`config.mk`:
```
export PLATFORM = sky130hd
export DESIGN_NAME = stereo_frame_packer
export DESIGN_NICKNAME = d
export VERILOG_FILES = /design/src/rtl/stereo_frame_packer.sv
export SDC_FILE = /design/constraint.sdc
export NUM_CORES = 1
export LEC_CHECK = 0
export CORE_UTILIZATION = 60
export DETAILED_ROUTE_END_ITERATION = 7
export DONT_BUFFER_PORTS = 1
export GPL_TIMING_DRIVEN = 1
export PLACE_DENSITY_LB_ADDON = 0.08
export SLEW_MARGIN = 10
export SYNTH_ARGS = -nofsm -noshare
export SYNTH_HDL_FRONTEND = slang
export SYNTH_SLANG_ARGS = --single-unit
export TNS_END_PERCENT = 30
```
`constraint.sdc`:
```
create_clock -name clk_in -period 12.8 [get_ports clk_in]
set_input_delay 1.92 -clock clk_in [delete_from_list [all_inputs] [get_ports clk_in]]
set_output_delay 1.92 -clock clk_in [all_outputs]
set_load 0.005 [all_outputs]
```
`src/rtl/stereo_frame_packer.sv`:
```
// Packs left/right camera pixel streams into BLOCK_SIZE-pixel words and
// writes both frame-buffer BRAMs in lock-step, then starts the matcher.
module stereo_frame_packer #(
    parameter int IMG_W      = 240,
    parameter int IMG_H      = 320,
    parameter int BLOCK_SIZE = 6,
    parameter int FIFO_DEPTH = 4
) (
    input  logic                                        clk_in,
    input  logic                                        rst_in,
    input  logic [7:0]                                  left_pixel,
    input  logic                                        left_valid,
    input  logic                                        left_sof,
    input  logic [7:0]                                  right_pixel,
    input  logic                                        right_valid,
    input  logic                                        right_sof,
    input  logic                                        matcher_ready,
    output logic                                        writing_image,
    output logic [$clog2(IMG_H*IMG_W/BLOCK_SIZE)-1:0]   left_addr,
    output logic [$clog2(IMG_H*IMG_W/BLOCK_SIZE)-1:0]   right_addr,
    output logic [8*BLOCK_SIZE-1:0]                     left_din,
    output logic [8*BLOCK_SIZE-1:0]                     right_din,
    output logic                                        new_frame_out,
    output logic                                        busy,
    output logic                                        overflow,
    output logic                                        sync_error
);

    localparam int NW   = IMG_H * IMG_W / BLOCK_SIZE;
    localparam int NPIX = IMG_W * IMG_H;
    localparam int AW   = $clog2(NW);
    localparam int PW   = $clog2(NPIX + 1);
    localparam int GW   = $clog2(BLOCK_SIZE);
    localparam int FW   = $clog2(FIFO_DEPTH);
    localparam int DW   = 8 * BLOCK_SIZE;

    localparam logic [AW-1:0] LAST_A = AW'(NW - 1);
    localparam logic [PW-1:0] NPIX_L = PW'(NPIX);
    localparam logic [GW-1:0] GLAST  = GW'(BLOCK_SIZE - 1);
    localparam logic [FW:0]   FULL   = (FW + 1)'(FIFO_DEPTH);

    typedef enum logic [1:0] {IDLE, ARM, CAPTURE, DONE} state_t;

    state_t state_q, state_d;

    // Index 0 is the left side, index 1 the right side.
    logic [1:0][7:0]    pix;
    logic [1:0]         vld;
    logic [1:0]         sof;

    logic [1:0]          armed_q, armed_d;
    logic [1:0][PW-1:0]  pcnt_q, pcnt_d;
    logic [1:0][GW-1:0]  grp_q, grp_d;
    logic [1:0][DW-1:0]  sh_q, sh_d;
    logic [1:0][FW-1:0]  wp_q, wp_d;
    logic [1:0][FW-1:0]  rp_q, rp_d;
    logic [1:0][FW:0]    cnt_q, cnt_d;
    logic [DW-1:0]       mem_q [2][FIFO_DEPTH];

    logic [AW-1:0] wcnt_q, wcnt_d;
    logic [AW-1:0] addr_q, addr_d;
    logic [DW-1:0] ldin_q, ldin_d;
    logic [DW-1:0] rdin_q, rdin_d;
    logic          wr_q, wr_d;
    logic          ovf_q, ovf_d;
    logic          serr_q, serr_d;

    logic              capt;
    logic              pop;
    logic              ovf_evt;
    logic [1:0]        acc;
    logic [1:0]        push;
    logic [1:0]        arm_now;
    logic [1:0][DW-1:0] head;

    assign pix = {right_pixel, left_pixel};
    assign vld = {right_valid, left_valid};
    assign sof = {right_sof, left_sof};

    always_comb begin
        state_d = state_q;
        armed_d = armed_q;
        pcnt_d  = pcnt_q;
        grp_d   = grp_q;
        sh_d    = sh_q;
        wp_d    = wp_q;
        rp_d    = rp_q;
        cnt_d   = cnt_q;
        wcnt_d  = wcnt_q;
        addr_d  = addr_q;
        ldin_d  = ldin_q;
        rdin_d  = rdin_q;
        wr_d    = 1'b0;
        ovf_d   = ovf_q;
        serr_d  = serr_q;
        acc     = '0;
        push    = '0;
        arm_now = '0;
        ovf_evt = 1'b0;
        head    = '0;

        capt = (state_q == ARM) || (state_q == CAPTURE);
        pop  = (state_q == CAPTURE) && (cnt_q[0] != '0) && (cnt_q[1] != '0);

        for (int s = 0; s < 2; s++) begin
            head[s] = mem_q[s][rp_q[s]];
            if (capt && vld[s] && sof[s] && armed_q[s])
                serr_d = 1'b1;
            arm_now[s] = capt && vld[s] && sof[s] && !armed_q[s];
            acc[s] = capt && vld[s] && (armed_q[s] || sof[s])
                     && (pcnt_q[s] < NPIX_L);
            if (acc[s]) begin
                armed_d[s] = 1'b1;
                pcnt_d[s]  = pcnt_q[s] + 1'b1;
                sh_d[s]    = {sh_q[s][DW-9:0], pix[s]};
                if (grp_q[s] == GLAST) begin
                    grp_d[s] = '0;
                    push[s]  = 1'b1;
                end else begin
                    grp_d[s] = grp_q[s] + 1'b1;
                end
            end
            if (push[s] && (cnt_q[s] == FULL) && !pop)
                ovf_evt = 1'b1;
            if (push[s])
                wp_d[s] = wp_q[s] + 1'b1;
            if (pop)
                rp_d[s] = rp_q[s] + 1'b1;
            cnt_d[s] = cnt_q[s] + {{FW{1'b0}}, push[s]}
                                - {{FW{1'b0}}, pop};
        end

        if (pop) begin
            wr_d   = 1'b1;
            addr_d = wcnt_q;
            ldin_d = head[0];
            rdin_d = head[1];
            wcnt_d = wcnt_q + 1'b1;
        end

        unique case (state_q)
            IDLE:    if (matcher_ready) state_d = ARM;
            ARM:     if (|arm_now) state_d = CAPTURE;
            CAPTURE: if (wr_q && (addr_q == LAST_A)) state_d = DONE;
            DONE:    state_d = IDLE;
        endcase

        if (ovf_evt) begin
            ovf_d   = 1'b1;
            state_d = IDLE;
        end

        // Per-frame state is held clear while idle and dropped on abort.
        if ((state_q == IDLE) || ovf_evt) begin
            armed_d = '0;
            pcnt_d  = '0;
            grp_d   = '0;
            wp_d    = '0;
            rp_d    = '0;
            cnt_d   = '0;
            wcnt_d  = '0;
        end
    end

    always_ff @(posedge clk_in or posedge rst_in) begin
        if (rst_in) begin
            state_q <= IDLE;
            armed_q <= '0;
            pcnt_q  <= '0;
            grp_q   <= '0;
            sh_q    <= '0;
            wp_q    <= '0;
            rp_q    <= '0;
            cnt_q   <= '0;
            wcnt_q  <= '0;
            addr_q  <= '0;
            ldin_q  <= '0;
            rdin_q  <= '0;
            wr_q    <= 1'b0;
            ovf_q   <= 1'b0;
            serr_q  <= 1'b0;
        end else begin
            state_q <= state_d;
            armed_q <= armed_d;
            pcnt_q  <= pcnt_d;
            grp_q   <= grp_d;
            sh_q    <= sh_d;
            wp_q    <= wp_d;
            rp_q    <= rp_d;
            cnt_q   <= cnt_d;
            wcnt_q  <= wcnt_d;
            addr_q  <= addr_d;
            ldin_q  <= ldin_d;
            rdin_q  <= rdin_d;
            wr_q    <= wr_d;
            ovf_q   <= ovf_d;
            serr_q  <= serr_d;
        end
    end

    always_ff @(posedge clk_in) begin
        for (int s = 0; s < 2; s++)
            if (push[s])
                mem_q[s][wp_q[s]] <= sh_d[s];
    end

    assign writing_image = wr_q;
    assign left_addr     = addr_q;
    assign right_addr    = addr_q;
    assign left_din      = ldin_q;
    assign right_din     = rdin_q;
    assign new_frame_out = (state_q == DONE);
    assign busy          = (state_q != IDLE);
    assign overflow      = ovf_q;
    assign sync_error    = serr_q;

endmodule
```
==> results.py, run 1 <==
metrics = {
    "sta": {
        "tightest_slew_ns": 1.04,
        "fin_ws_ns": 8.91,
        "finalClockSkew_ns": 0.0167,
        "final-hold-violation-count": 0,
        "rsz0062_at_grt": "false",
        "post-route-period-util_pct": 30.4,
        "max_clock_freq_mhz": 257,
        "slew_violations": 0,
        "timing.slew.headroom_pct": 30.6,
        "period_minus_slack_ns": 3.89,
        "setup_tns_ns": 0,
        "setup_violations": 0,
    },
    "clock_network": {
        "cts_resized": 0,
        "cts.path.max_buffers": 3,
        "cts_tree": "done",
        "htree_levels": 3,
        "clk_latency_ns": 0.58,
        "cts_setup_buffers": 0,
        "holdBufCountCts": 0,
        "numCtsBuffers": 68,
        "cts_root_buf": "clkbuf_16",
        "clock-sinks": 665,
        "clk_pin_slew_ns": 0.06,
    },
    "setup_path": {
        "crit_fanout": 76,
        "crit_start": "right_sof",
        "cp.required_ns": 13.22,
        "crit_path_start_kind": "input pin",
        "r2r_start": "state_q[0]$_DFFE_PP0P_",
        "criticalPathCategory": "in2reg",
        "reg2reg_to": "cnt_q[5]$_DFF_PP0_",
        "end_kind": "flip-flop",
        "cp-endpoint": "cnt_q[5]$_DFF_PP0_",
        "arrival_ns": 4.31,
        "reg2reg_depth": 14,
        "reg2reg_slack_ns": 9.30,
    },
    "synthesis": {
        "syn-cell-area_um2": 26000,
        "synth_cell_types": 55,
        "syn_area_per_cell_um2": 14.2,
        "ys_seq_elements": 665,
        "synth_ff_type": "edfxtp_1",
        "syn_nets": 1876,
        "synth-edff-count": 384,
        "ys_warn_count": 0,
        "ys_seq_area_share_pct": 71.3,
        "netlist_instances": 1832,
        "synthArstFlopShare_pct": 42.3,
    },
    "grt": {
        "track_usage_pct": 23.7,
        "grt_overflow_total": 0,
        "grt_max_degree": 178,
        "antenna_found_initial": 1,
        "grt_pass1_vias": 14709,
        "grt_pass1_wl_mm": 80.6,
    },
    "place": {
        "gp_congestion": 0.747,
        "pre_cts_slack_ns": 8.28,
        "io_buffers": 0,
        "dpl.hpwl_mm": 28.3,
    },
    "cells_and_area": {
        "fillers": 2960,
        "final_util_pct": 67.8,
        "final_nets": 1856,
        "area_delta_synth_final_pct": 10.5,
        "layout_commonest_cell": "nand2_1",
        "drive_gt1_share_pct": 13.9,
        "most-common-layout-cells": "nand2_1, edfxtp_1, dfrtp_1",
    },
    "drt": {
        "vias": 14216,
        "firstDrtPassIters": 5,
        "wirelength_mm": 50.2,
        "wire_per_inst_um": 20.5,
        "ant_nets": 0,
        "drt_iter0_drc": 1198,
        "viasPerCell": 5.81,
        "drc": 0,
    },
    "die": {
        "num_rows": 75,
        "die_width_um": 210,
        "fp.dieArea_um2": 44200,
        "pin_count": 152,
        "initial_core_util_pct": 61.4,
        "die_h_um": 210,
        "core_um2": 42400,
    },
    "min_path": {
        "hp-class": "reg2reg",
    },
    "pwr": {
        "pwr_density_cell_nw_per_um2": 202,
        "vdd_ir_drop_max_uv": 146,
        "p_leak_uw": 0.0113,
    },
    "run_status": {
        "status": "finished, final reports clean",
    },
    "run": {
        "max_cap_viol_count": 0,
    },
}
worst min-delay path by stage:
| stage | start | to | slack (ns) | depth (start not counted) |
|---|---|---|---|---|
| 6_report | left_din[20]$_DFFE_PP0P_ | left_din[20]$_DFFE_PP0P_ | 0.50 | 2 |
| 5_1_grt | overflow$_DFFE_PP0P_ | overflow$_DFFE_PP0P_ | 0.51 | 1 |
| 4_1_cts | left_din[27]$_DFFE_PP0P_ | left_din[27]$_DFFE_PP0P_ | 0.50 | 2 |
| 3_5_place_dp | right_din[6]$_DFFE_PP0P_ | right_din[6]$_DFFE_PP0P_ | 0.49 | 2 |
| 3_3_place_gp | left_din[20]$_DFFE_PP0P_ | left_din[20]$_DFFE_PP0P_ | 0.49 | 2 |
| 2_1_floorplan | wcnt_q[13]$_DFFE_PP0P_ | left_addr[13]$_DFFE_PP0P_ | 0.45 | 2 |
cell families after synthesis:
kind of cell,share of synthesized area (%)
and+or+nand+nor,12.7
DFF,71.3
buffers and inverters,2.46
AOI/OAI and AO/OA,3.38
muxes,8.38
adders and majority gates,1.07
xor gates and xnor gates,0.673
flip-flops by register name, summed over array words and instances, names as in the netlist, 2 cells and up:
signal     cells
mem_q        384
sh_q          96
left_din      48
right_din     48
pcnt_q        34
left_addr     14
wcnt_q        14
cnt_q          6
grp_q          6
rp_q           4
wp_q           4
armed_q        2
state_q        2
Yosys cell counts, types with 2 or more instances:
library cell | count | share of area, %
nor3b_1 | 5 | 0.14
nor3_1 | 25 | 0.48
dfrtp_1 | 281 | 27
or4_4 | 2 | 0.086
and3_1 | 12 | 0.29
nor2_1 | 6 | 0.086
inv_1 | 24 | 0.35
buf_6 | 3 | 0.13
xor2_1 | 10 | 0.34
o41ai_1 | 3 | 0.10
o211a_1 | 4 | 0.15
or3_1 | 16 | 0.38
buf_1 | 10 | 0.14
o21ai_0 | 24 | 0.46
xnor2_1 | 10 | 0.34
a211oi_1 | 29 | 0.84
or4_1 | 18 | 0.52
and4_1 | 7 | 0.24
nand4_1 | 17 | 0.41
fa_1 | 2 | 0.15
a211oi_2 | 14 | 0.67
ha_1 | 19 | 0.91
o31ai_1 | 20 | 0.58
and3b_1 | 2 | 0.067
and2_1 | 3 | 0.072
mux4_2 | 96 | 8.3
nand2_1 | 632 | 9.1
a31oi_1 | 2 | 0.048
buf_2 | 41 | 0.79
mux2i_1 | 2 | 0.077
nand3_1 | 26 | 0.50
nand3b_1 | 3 | 0.086
clkbuf_1 | 42 | 0.61
edfxtp_1 | 384 | 44
buf_4 | 15 | 0.43
nand4b_1 | 4 | 0.13
per-stage QoR:
stage | power (uW) | instances | hold WS (ns) | cell area, um2
CTS | 5870 | 2444 | 0.504 | 28700
global route | 6090 | 2445 | 0.515 | 28800
detailed placement | 3850 | 2318 | 0.488 | 26400
finish | 5820 | 2446 | 0.498 | 28800
floorplan | 3600 | 1832 | 0.448 | 26000
global placement | 3800 | 2318 | 0.486 | 26400
worst max-delay path, stage by stage:
cell	delay [ns]
o211a_1	0.27
o211ai_4	0.10
buf_4	0.64
nor2_1	0.11
inv_1	0.09
ha_1	0.22
inv_1	0.05
ha_1	0.14
inv_1	0.05
fa_1	0.36
xor2_1	0.18
xnor2_1	0.13
nor3_1	0.05
area by class of cell:
cell class,count,area (um2),share of cell area (%)
antenna,1,2.50,0.00870
clock buffer,101,1990,6.91
clock inverter,25,322,1.12
multi-input combinational,1031,6870,23.9
inverter,25,104,0.361
sequential,665,18600,64.5
tap,577,722,2.51
timing repair buffer,21,190,0.661
power by group:
group          internal (uW)  leakage [uW]  total [uW]  switching [uW]
combinational            187       0.00307         753             566
clock                   1220       0.00113        2010             789
sequential              2800       0.00714        3050             253
total                   4210        0.0113        5820            1610
per-layer routing:
layer,track usage [%],vias to the layer above,wire [um]
li1,-,6523,-
met1,32.9,7322,21900
met2,39.5,314,25200
met3,3.86,57,2240
met4,6.70,0,836
met5,0,-,0
No activity file was read; power rests on OpenSTA's default activity.
==> inputs of run 2 (changes only) <==
==> constraint.sdc (replaced) <==
create_clock -name clk_in -period 4.1 [get_ports clk_in]
set_input_delay 0.615 -clock clk_in [delete_from_list [all_inputs] [get_ports clk_in]]
set_output_delay 0.615 -clock clk_in [all_outputs]
set_load 0.005 [all_outputs]
==> run 2 against run 1 <==
  * Sequential share of layout area down 0.22 points
  * Critical path type is now reg2reg
  * Largest cell class unchanged
  * Clock power rose to 3.0 times the previous value
  * Core utilization rose by 0.23 points
  * First-iteration DRC count down 17%
==> results.py, run 2 (synthesized netlist as in run 1, its figures left out) <==
metrics = {
    "clock_network": {
        "clk_pin_slew_ns": 0.06,
        "cts_setup_buffers": 0,
        "clock-sinks": 665,
        "cts_root_buf": "clkbuf_16",
        "htree_levels": 3,
        "cts_resized": 0,
        "numCtsBuffers": 68,
        "cts.path.max_buffers": 3,
        "clk_latency_ns": 0.59,
        "cts_tree": "done",
        "holdBufCountCts": 1,
    },
    "setup_path": {
        "cp_slowest_cell": "o31a_1",
        "crit_buf_inv": 4,
        "cp_slowest_stage_delay_ns": 0.58,
        "end_kind": "flip-flop",
        "crit_path_start_kind": "flip-flop",
        "crit_family": "adder cells",
        "cp.required_ns": 4.53,
        "cp_cell_sequence": "inv_1 -> ha_1 -> o31a_1 -> nand2_4 -> inv_4 -> ha_1 -> inv_1 -> ha_1 -> inv_1 -> fa_1 -> xor2_1 -> xnor2_1 -> nor3_1",
        "criticalPathCategory": "reg2reg",
        "arrival_ns": 3.60,
        "crit_fanout": 27,
    },
    "grt": {
        "grt_overflow_total": 0,
        "grt_max_degree": 118,
        "track_usage_pct": 24.6,
        "grt_pass1_wl_mm": 82.7,
        "grt_pass1_vias": 14551,
        "grt.met2_usage_pct": 40.1,
        "use_met3_pct": 4.66,
        "grt-busiest-layer": "met2",
        "antenna_found_initial": 2,
        "use_met1_pct": 34.0,
    },
    "drt": {
        "wirelength_mm": 51.4,
        "drt_iter0_drc": 998,
        "ant_nets": 0,
        "vias": 14343,
        "drc": 0,
        "wire_per_inst_um": 20.9,
        "firstDrtPassIters": 5,
        "viasPerCell": 5.84,
    },
    "pwr": {
        "vdd_ir_drop_max_uv": 450,
        "p_leak_uw": 0.0114,
        "finalPower_uw": 18000,
        "pwr_density_cell_nw_per_um2": 623,
    },
    "cells_and_area": {
        "area_delta_synth_final_pct": 10.9,
        "final_nets": 1866,
        "layout_commonest_cell": "nand2_1",
        "fillers": 2917,
        "most-common-layout-cells": "nand2_1, edfxtp_1, dfrtp_1",
        "drive_gt1_share_pct": 14.3,
        "largest_reg_flops": 384,
    },
    "place": {
        "dpl.hpwl_mm": 30.1,
        "gp_congestion": 0.771,
        "io_buffers": 0,
    },
    "run_status": {
        "status": "finished, final reports clean",
    },
    "die": {
        "die_width_um": 210,
        "fp.dieArea_um2": 44200,
        "pin_count": 152,
        "initial_core_util_pct": 61.4,
        "num_rows": 75,
        "die_h_um": 210,
        "core_um2": 42400,
    },
    "run": {
        "max_cap_viol_count": 0,
    },
    "sta": {
        "whs_ns": 0.224,
        "final-hold-violation-count": 0,
        "max_clock_freq_mhz": 316,
        "setup_violations": 0,
        "finalClockSkew_ns": 0.0203,
        "tightest_slew_ns": 1.05,
        "slew_violations": 0,
        "period_minus_slack_ns": 3.17,
        "post-route-period-util_pct": 77.2,
        "rsz0062_at_grt": "false",
        "timing.slew.headroom_pct": 29.7,
    },
    "min_path": {
        "hp-class": "in2reg",
    },
}
run 2: cell count changes in the layout (fill, tap and decap cells not counted), moves of 2 or more:
| cell | previous run | this run |
|---|---|---|
| bufinv_16 | 7 | 2 |
| buf_12 | 1 | 11 |
| clkbuf_8 | 10 | 14 |
| clkinv_8 | 0 | 2 |
run 2: area by class of cell:
cell class / count / area, um2 / area share [%]
timing repair buffer: 31 / 373 / 1.29
sequential: 665 / 18600 / 64.3
antenna: 1 / 2.50 / 0.00867
clock buffer: 104 / 2040 / 7.07
multi-input combinational: 1031 / 6870 / 23.8
clock inverter: 22 / 188 / 0.650
tap: 577 / 722 / 2.50
inverter: 25 / 100 / 0.347
run 2: through the flow:
step                      setup slack, ns  instances  TNS (ns)  util (%)  area (um2)
after detailed placement            0.954       2328         0      62.8       26600
final                               0.934       2456         0      68.1       28900
after global placement               1.07       2328         0      62.8       26600
after floorplan                    -0.236       1832    -66.40         -       26000
after global routing                0.718       2456         0      68.1       28900
after CTS                           0.936       2455         0      68.1       28900
run 2: worst paths after layout:
| path | startpoint | endpoint | slack [ns] | cells after the start |
|---|---|---|---|---|
| worst max-delay path | state_q[0]$_DFFE_PP0P_ | cnt_q[5]$_DFF_PP0_ | 0.93 | 13 |
| worst min-delay path | left_pixel[4] | sh_q[4]$_DFF_PP0_ | 0.22 | 2 |
| worst max register to register | state_q[0]$_DFFE_PP0P_ | cnt_q[5]$_DFF_PP0_ | 0.93 | 13 |
| worst min register to register | left_din[21]$_DFFE_PP0P_ | left_din[21]$_DFFE_PP0P_ | 0.50 | 2 |
| max in group asynchronous | rst_in | sh_q[81]$_DFF_PP0_ | 2.62 | 3 |
| min in group asynchronous | rst_in | left_din[45]$_DFFE_PP0P_ | 0.50 | 2 |
run 2: layer usage:
metal | vias up | wire length (um)
li1 | 6570 | -
met5 | - | 0
met2 | 341 | 25300
met3 | 81 | 2900
met1 | 7351 | 22100
met4 | 0 | 1090
run 2: where the power goes:
group	switching, uW	internal (uW)
Sequential	813	8740
Clock	2500	3580
Combinational	1760	594
Total	5070	12900
run 2: worst register-to-register path, cell delays in order (launching register included):
cell	delay [ns]
dfrtp_1	0.41
inv_1	0.10
ha_1	0.23
o31a_1	0.58
nand2_4	0.10
inv_4	0.30
ha_1	0.31
inv_1	0.06
ha_1	0.13
inv_1	0.05
fa_1	0.37
xor2_1	0.17
xnor2_1	0.14
nor3_1	0.06
